--- config.mk ---
export PLATFORM = sky130hd
export DESIGN_NAME = st_downsizer
export DESIGN_NICKNAME = d
export VERILOG_FILES = /design/src/rtl/st_adapter_pkg.sv /design/src/rtl/st_downsizer.sv
export SDC_FILE = /design/constraint.sdc
export NUM_CORES = 1
export LEC_CHECK = 0
export CAP_MARGIN = 20
export CORE_AREA = 2 2 235 237
export DETAILED_ROUTE_END_ITERATION = 10
export DIE_AREA = 0 0 237 239
export GPL_TIMING_DRIVEN = 0
export PLACE_DENSITY_LB_ADDON = 0.2
export SYNTH_ARGS = -nofsm -noshare
export SYNTH_HDL_FRONTEND = slang
export SYNTH_SLANG_ARGS = --single-unit
--- constraint.sdc ---
create_clock -name clk -period 5.5 [get_ports clk]
set_input_delay 0.55 -clock clk [delete_from_list [all_inputs] [get_ports clk]]
set_output_delay 0.55 -clock clk [all_outputs]
set_load 0.01 [all_outputs]
--- src/rtl/st_adapter_pkg.sv ---
// Shared types and width/slice helpers for the Avalon-ST width adapters.
package st_adapter_pkg;

  typedef enum logic {
    ST_IDLE = 1'b0,
    ST_SEND = 1'b1
  } st_state_t;

  localparam int DEF_IN_W  = 512;
  localparam int DEF_OUT_W = 64;

  // Narrow beats carried by one wide beat.
  function automatic int ratio_of(input int in_w, input int out_w);
    return in_w / out_w;
  endfunction

  // Bytes carried by one narrow slice.
  function automatic int bps_of(input int out_w);
    return out_w / 8;
  endfunction

  // Width of an empty field for a data bus; kept at least 1 so an 8-bit bus still has a legal port.
  function automatic int empty_width(input int data_w);
    int w;
    w = $clog2(data_w / 8);
    return (w < 1) ? 1 : w;
  endfunction

  // Width of a slice index for the given ratio.
  function automatic int index_width(input int ratio);
    int w;
    w = $clog2(ratio);
    return (w < 1) ? 1 : w;
  endfunction

  // Slices to emit for a wide beat; whole empty slices at the tail of an EOP beat are dropped.
  function automatic int slice_count(input logic eop, input int empty_bytes,
                                     input int ratio, input int bps);
    int n;
    if (!eop) return ratio;
    n = ratio - (empty_bytes / bps);
    return (n < 1) ? 1 : n;
  endfunction

  // Empty bytes left over inside the final slice.
  function automatic int empty_rem(input int empty_bytes, input int bps);
    return empty_bytes % bps;
  endfunction

  localparam int DEF_RATIO       = ratio_of(DEF_IN_W, DEF_OUT_W);
  localparam int DEF_BPS         = bps_of(DEF_OUT_W);
  localparam int DEF_IN_EMPTY_W  = empty_width(DEF_IN_W);
  localparam int DEF_OUT_EMPTY_W = empty_width(DEF_OUT_W);

endpackage

--- src/rtl/st_downsizer.sv ---
// Wide-to-narrow Avalon-ST adapter: holds one wide beat and emits it as OUT_W slices.
//
// state   | meaning
// --------+----------------------------------------------
// ST_IDLE | no beat held, in_ready high
// ST_SEND | beat held, slices idx..last_idx still pending
module st_downsizer
  import st_adapter_pkg::*;
#(
  parameter int IN_W      = 512,
  parameter int OUT_W     = 64,
  parameter bit LSB_FIRST = 1'b1,
  localparam int IN_EMPTY_W  = empty_width(IN_W),
  localparam int OUT_EMPTY_W = empty_width(OUT_W)
) (
  input  logic                   clk,
  input  logic                   reset_n,
  input  logic                   in_valid,
  output logic                   in_ready,
  input  logic [IN_W-1:0]        in_data,
  input  logic                   in_startofpacket,
  input  logic                   in_endofpacket,
  input  logic [IN_EMPTY_W-1:0]  in_empty,
  output logic                   out_valid,
  input  logic                   out_ready,
  output logic [OUT_W-1:0]       out_data,
  output logic                   out_startofpacket,
  output logic                   out_endofpacket,
  output logic [OUT_EMPTY_W-1:0] out_empty
);

  localparam int RATIO = ratio_of(IN_W, OUT_W);
  localparam int BPS   = bps_of(OUT_W);
  localparam int IDX_W = index_width(RATIO);

  st_state_t state, state_nxt;

  logic [RATIO-1:0][OUT_W-1:0] buf_data;
  logic                        buf_sop;
  logic                        buf_eop;
  logic [OUT_EMPTY_W-1:0]      buf_rem;
  logic [IDX_W-1:0]            idx;
  logic [IDX_W-1:0]            last_idx;
  logic [IDX_W-1:0]            sel_idx;
  logic [IDX_W-1:0]            in_last_idx;
  logic [OUT_EMPTY_W-1:0]      in_rem;
  logic                        is_last;
  logic                        take_out;
  logic                        accept;

  assign out_valid = (state == ST_SEND);
  assign is_last   = (idx == last_idx);
  assign take_out  = out_valid && out_ready;
  // Final-slice handshake frees the buffer in the same cycle, so a new beat loads with no bubble.
  assign in_ready  = (state == ST_IDLE) || (take_out && is_last);
  assign accept    = in_valid && in_ready;

  // Slice count and tail-empty split of the incoming beat, stored as a last index.
  always_comb begin
    in_last_idx = IDX_W'(slice_count(in_endofpacket, int'(in_empty), RATIO, BPS) - 1);
    in_rem      = OUT_EMPTY_W'(empty_rem(int'(in_empty), BPS));
  end

  // Map the emission index onto the physical slice position for the chosen order.
  always_comb begin
    sel_idx = idx;
    if (!LSB_FIRST) sel_idx = IDX_W'(RATIO - 1) - idx;
  end

  // Narrow outputs are decoded from held registers, so they stay stable under backpressure.
  always_comb begin
    out_data          = '0;
    out_startofpacket = 1'b0;
    out_endofpacket   = 1'b0;
    out_empty         = '0;
    if (out_valid) begin
      out_data          = buf_data[sel_idx];
      out_startofpacket = buf_sop && (idx == '0);
      out_endofpacket   = buf_eop && is_last;
      if (out_endofpacket) out_empty = buf_rem;
    end
  end

  // State register.
  always_ff @(posedge clk or negedge reset_n) begin
    if (!reset_n) state <= ST_IDLE;
    else          state <= state_nxt;
  end

  // Next-state: load on accept, drain to idle when the last slice leaves with nothing behind it.
  always_comb begin
    state_nxt = state;
    case (state)
      ST_IDLE: if (in_valid)            state_nxt = ST_SEND;
      ST_SEND: if (take_out && is_last) state_nxt = in_valid ? ST_SEND : ST_IDLE;
      default:                          state_nxt = ST_IDLE;
    endcase
  end

  // Control side of the held beat and the slice index.
  always_ff @(posedge clk or negedge reset_n) begin
    if (!reset_n) begin
      buf_sop  <= 1'b0;
      buf_eop  <= 1'b0;
      buf_rem  <= '0;
      last_idx <= '0;
      idx      <= '0;
    end else if (accept) begin
      buf_sop  <= in_startofpacket;
      buf_eop  <= in_endofpacket;
      buf_rem  <= in_rem;
      last_idx <= in_last_idx;
      idx      <= '0;
    end else if (take_out) begin
      idx <= is_last ? '0 : idx + 1'b1;
    end
  end

  // Wide data buffer; contents are only observed while in ST_SEND, so it carries no reset.
  always_ff @(posedge clk) begin
    if (accept) buf_data <= in_data;
  end

endmodule

==> results.json <==
{
  "syn2layout_area_growth_pct": 43.1,
  "skew_ns": 0.0273,
  "cts-buffers-inserted": 56,
  "critPathLaunchType": "flip-flop",
  "drt_pre_antenna_iters": 5,
  "pwr_density_cell_mw_per_mm2": 477,
  "io_buffers": 594,
  "cts.sinks": 524,
  "cts-resized-gates": 0,
  "cp-startpoint": "idx[1]$_DFFE_PN0P_",
  "pwr-share-clk": 0.264,
  "hp-class": "input port to asynchronous set/reset pin",
  "pwr-share-comb": 0.348,
  "status": "completed",
  "cap_violations": 0,
  "crit_arrival_ns": 3.39,
  "drive_gt1_frac": 0.150,
  "rsz0062_at_grt": "false",
  "grt_max_degree": 132,
  "slew_headroom": 0.303,
  "hpwl_um": 43100,
  "antenna_found_initial": 18,
  "syn_inst": 877,
  "rrSetupSlack_ns": 2.12,
  "die_y_um": 239,
  "fp-row-count": 86,
  "via_per_inst": 4.87,
  "die_area_mm2": 0.0566,
  "root_buffer": "clkbuf_16",
  "power.switching_mw": 3.98,
  "met2_length_um": 29900,
  "wl_met1_um": 21200,
  "ys_types": 32,
  "path_clk_slew_ns": 0.06,
  "wl_um": 58100,
  "tns_ns": 0,
  "pwr-share-seq": 0.388,
  "overflow": 0,
  "initial_core_util": 0.373,
  "crit_end": "out_data[25]",
  "drc": 0,
  "report.final.slew_viol_count": 0,
  "netlist_area_mm2": 0.0203,
  "fill_cells": 4335,
  "endpoint_kind": "output port",
  "grt_pass1_wl_um": 81500,
  "finalPower_mw": 13.8,
  "wl_met3_um": 5810,
  "dieWidth_um": 237,
  "synth_seq_cells": 524,
  "synth-seq-area-share": 0.774,
  "p_leak_nw": 9.52,
  "gp_congestion": 0.827,
  "syn_nets": 1405,
  "setup_viol": 0,
  "clock_latency_ns": 0.61,
  "tightest_slew_ns": 1.05,
  "layout.nets": 2062,
  "cp.required_ns": 4.95,
  "cts_tree": "built",
  "pin_count": 595,
  "regToRegStartpoint": "idx[0]$_DFFE_PN0P_",
  "synth.avg_cell_area_um2": 23.1,
  "irDropWorstVdd_uv": 313,
  "cp_max_fo": 10,
  "cts_max_path_buffers": 3,
  "ys_warn_count": 0,
  "ant_nets": 0,
  "num_vias": 11165,
  "crit_type": "flip-flop to output port",
  "finalHoldViolations": 0,
  "drt_iter0_drc": 704,
  "wire_per_inst_um": 25.3,
  "grt_use_total": 0.202,
  "period_needed_ns": 3.94,
  "routed.top_layer": "met5",
  "post-cts-setup-buffers": 0,
  "timing.fmax_mhz": 254,
  "grt_pass1_vias": 12015,
  "finalCritPeriodShare": 0.717,
  "worst_r2r_endpoint": "buf_data[98]$_DFFE_PN_",
  "cts_hold_buf": 0,
  "htreeDepth": 2,
  "switching_share": 0.288,
  "core_area_mm2": 0.0543,
  "reg2reg_depth": 6,
  "p_int_mw": 9.84
}
synth_stat cells:
master	count	area [um2]
a21bo_1	1	10.0
a21oi_1	2	10.0
a22o_1	1	8.76
a31o_1	1	8.76
a31oi_1	1	6.26
and2_1	2	12.5
and3_1	1	6.26
and4_1	1	8.76
and4b_1	1	10.0
buf_1	4	15.0
buf_2	19	95.1
buf_4	1	7.51
buf_6	11	124
clkbuf_1	12	45.0
dfrtp_1	12	300
edfxtp_1	512	15400
ha_1	4	50.1
inv_1	4	15.0
mux2_1	5	56.3
mux2i_1	65	651
mux4_2	128	2880
nand2_1	7	26.3
nand2b_1	2	12.5
nand4b_1	1	8.76
nor2_1	5	18.8
nor2b_1	64	400
nor3_2	1	10.0
o21ai_1	2	10.0
o31ai_1	1	7.51
o41ai_4	1	27.5
xnor2_1	1	8.76
xor2_1	4	35.0
stage by stage:
step	utilization	instances	hold WS [ns]	setup WS, ns	instance area (um2)
3_3_place_gp	0.499	2175	0.461	0.0261	27100
4_1_cts	0.533	2283	0.322	1.40	29000
6_report	0.534	2292	0.337	1.56	29000
3_5_place_dp	0.501	2180	0.478	1.71	27200
2_1_floorplan	-	877	0.254	1.37	20300
5_1_grt	0.533	2287	0.345	1.34	29000
power by group through the flow:
stage          combinational (mW)  sequential [mW]  clock, mW
6_report                     4.81             5.36       3.65
5_1_grt                      5.17             5.41       3.89
4_1_cts                      4.94             5.37       3.73
3_5_place_dp                 4.92             5.45          0
3_3_place_gp                 4.83             5.53          0
2_1_floorplan                2.70             5.45          0
placed cells by master, fill, tap and decap left out, drive strengths merged:
cell type      netlist  final
a21bo                1      1
a21oi                2      2
a22o                 1      1
a31o                 1      1
a31oi                1      1
and2                 2      2
and3                 1      1
and4                 1      1
and4b                1      1
buf                 35     40
bufinv               0      5
clkbuf              12     86
clkdlybuf4s50        0    594
clkinv               0     21
clkinvlp             0      1
dfrtp               12     12
diode                0      9
edfxtp             512    512
ha                   4      4
inv                  4      6
mux2                 5      5
mux2i               65     65
mux4               128    128
nand2                7      7
nand2b               2      2
nand4b               1      1
nor2                 5      5
nor2b               64     64
nor3                 1      1
o21ai                2      2
o31ai                1      1
o41ai                1      1
xnor2                1      1
xor2                 4      4
sequential cells by signal (all words and copies together) (netlist names):
| name | flops |
|---|---|
| last_idx | 3 |
| idx | 3 |
| buf_data | 512 |
| buf_eop | 1 |
| out_valid | 1 |
| buf_sop | 1 |
| buf_rem | 3 |
kinds of logic after synthesis:
group           Yosys count  synth area share
flops                   524             0.774
compound gates           10           0.00438
xor+xnor                  5           0.00216
simple gates             85            0.0254
mux                     198             0.177
fa+ha+maj                 4           0.00247
buf+inv                  51            0.0149
area by class of cell:
class                      instances  area, um2  area share
buffer                            47        290      0.0100
timing repair buffer             599       6070       0.209
clock inverter                    29        262     0.00902
antenna                            9       22.5    0.000777
sequential                       524      15700       0.541
clock buffer                      74       1490      0.0514
multi-input combinational        302       4290       0.148
tap                              704        881      0.0304
inverter                           4       15.0    0.000518
critical path, cell delays in order, from the launching register on:
cell             delay [ns]
dfrtp_1                0.37
buf_6                  0.12
clkbuf_1               0.61
buf_2                  0.49
mux4_2                 0.28
mux2i_1                0.07
nor2b_1                0.22
clkdlybuf4s50_1        0.64
metal layers:
metal	up-vias	track usage
li1	4974	-
met1	5645	0.228
met2	437	0.355
met3	89	0.0808
met4	20	0.0535
met5	-	0
worst min-delay path by stage:
stage                                   to  cells after the start  slack [ns]
finish              buf_rem[1]$_DFFE_PN0N_                      1        0.34
detailed placement     buf_sop$_DFFE_PN0N_                      1        0.48
CTS                 buf_rem[1]$_DFFE_PN0N_                      1        0.32
global placement    buf_rem[0]$_DFFE_PN0N_                      1        0.46
floorplan              buf_eop$_DFFE_PN0N_                      0        0.25
global route        buf_rem[1]$_DFFE_PN0N_                      1        0.35
Note: power is estimated with default switching activity, not from simulation.
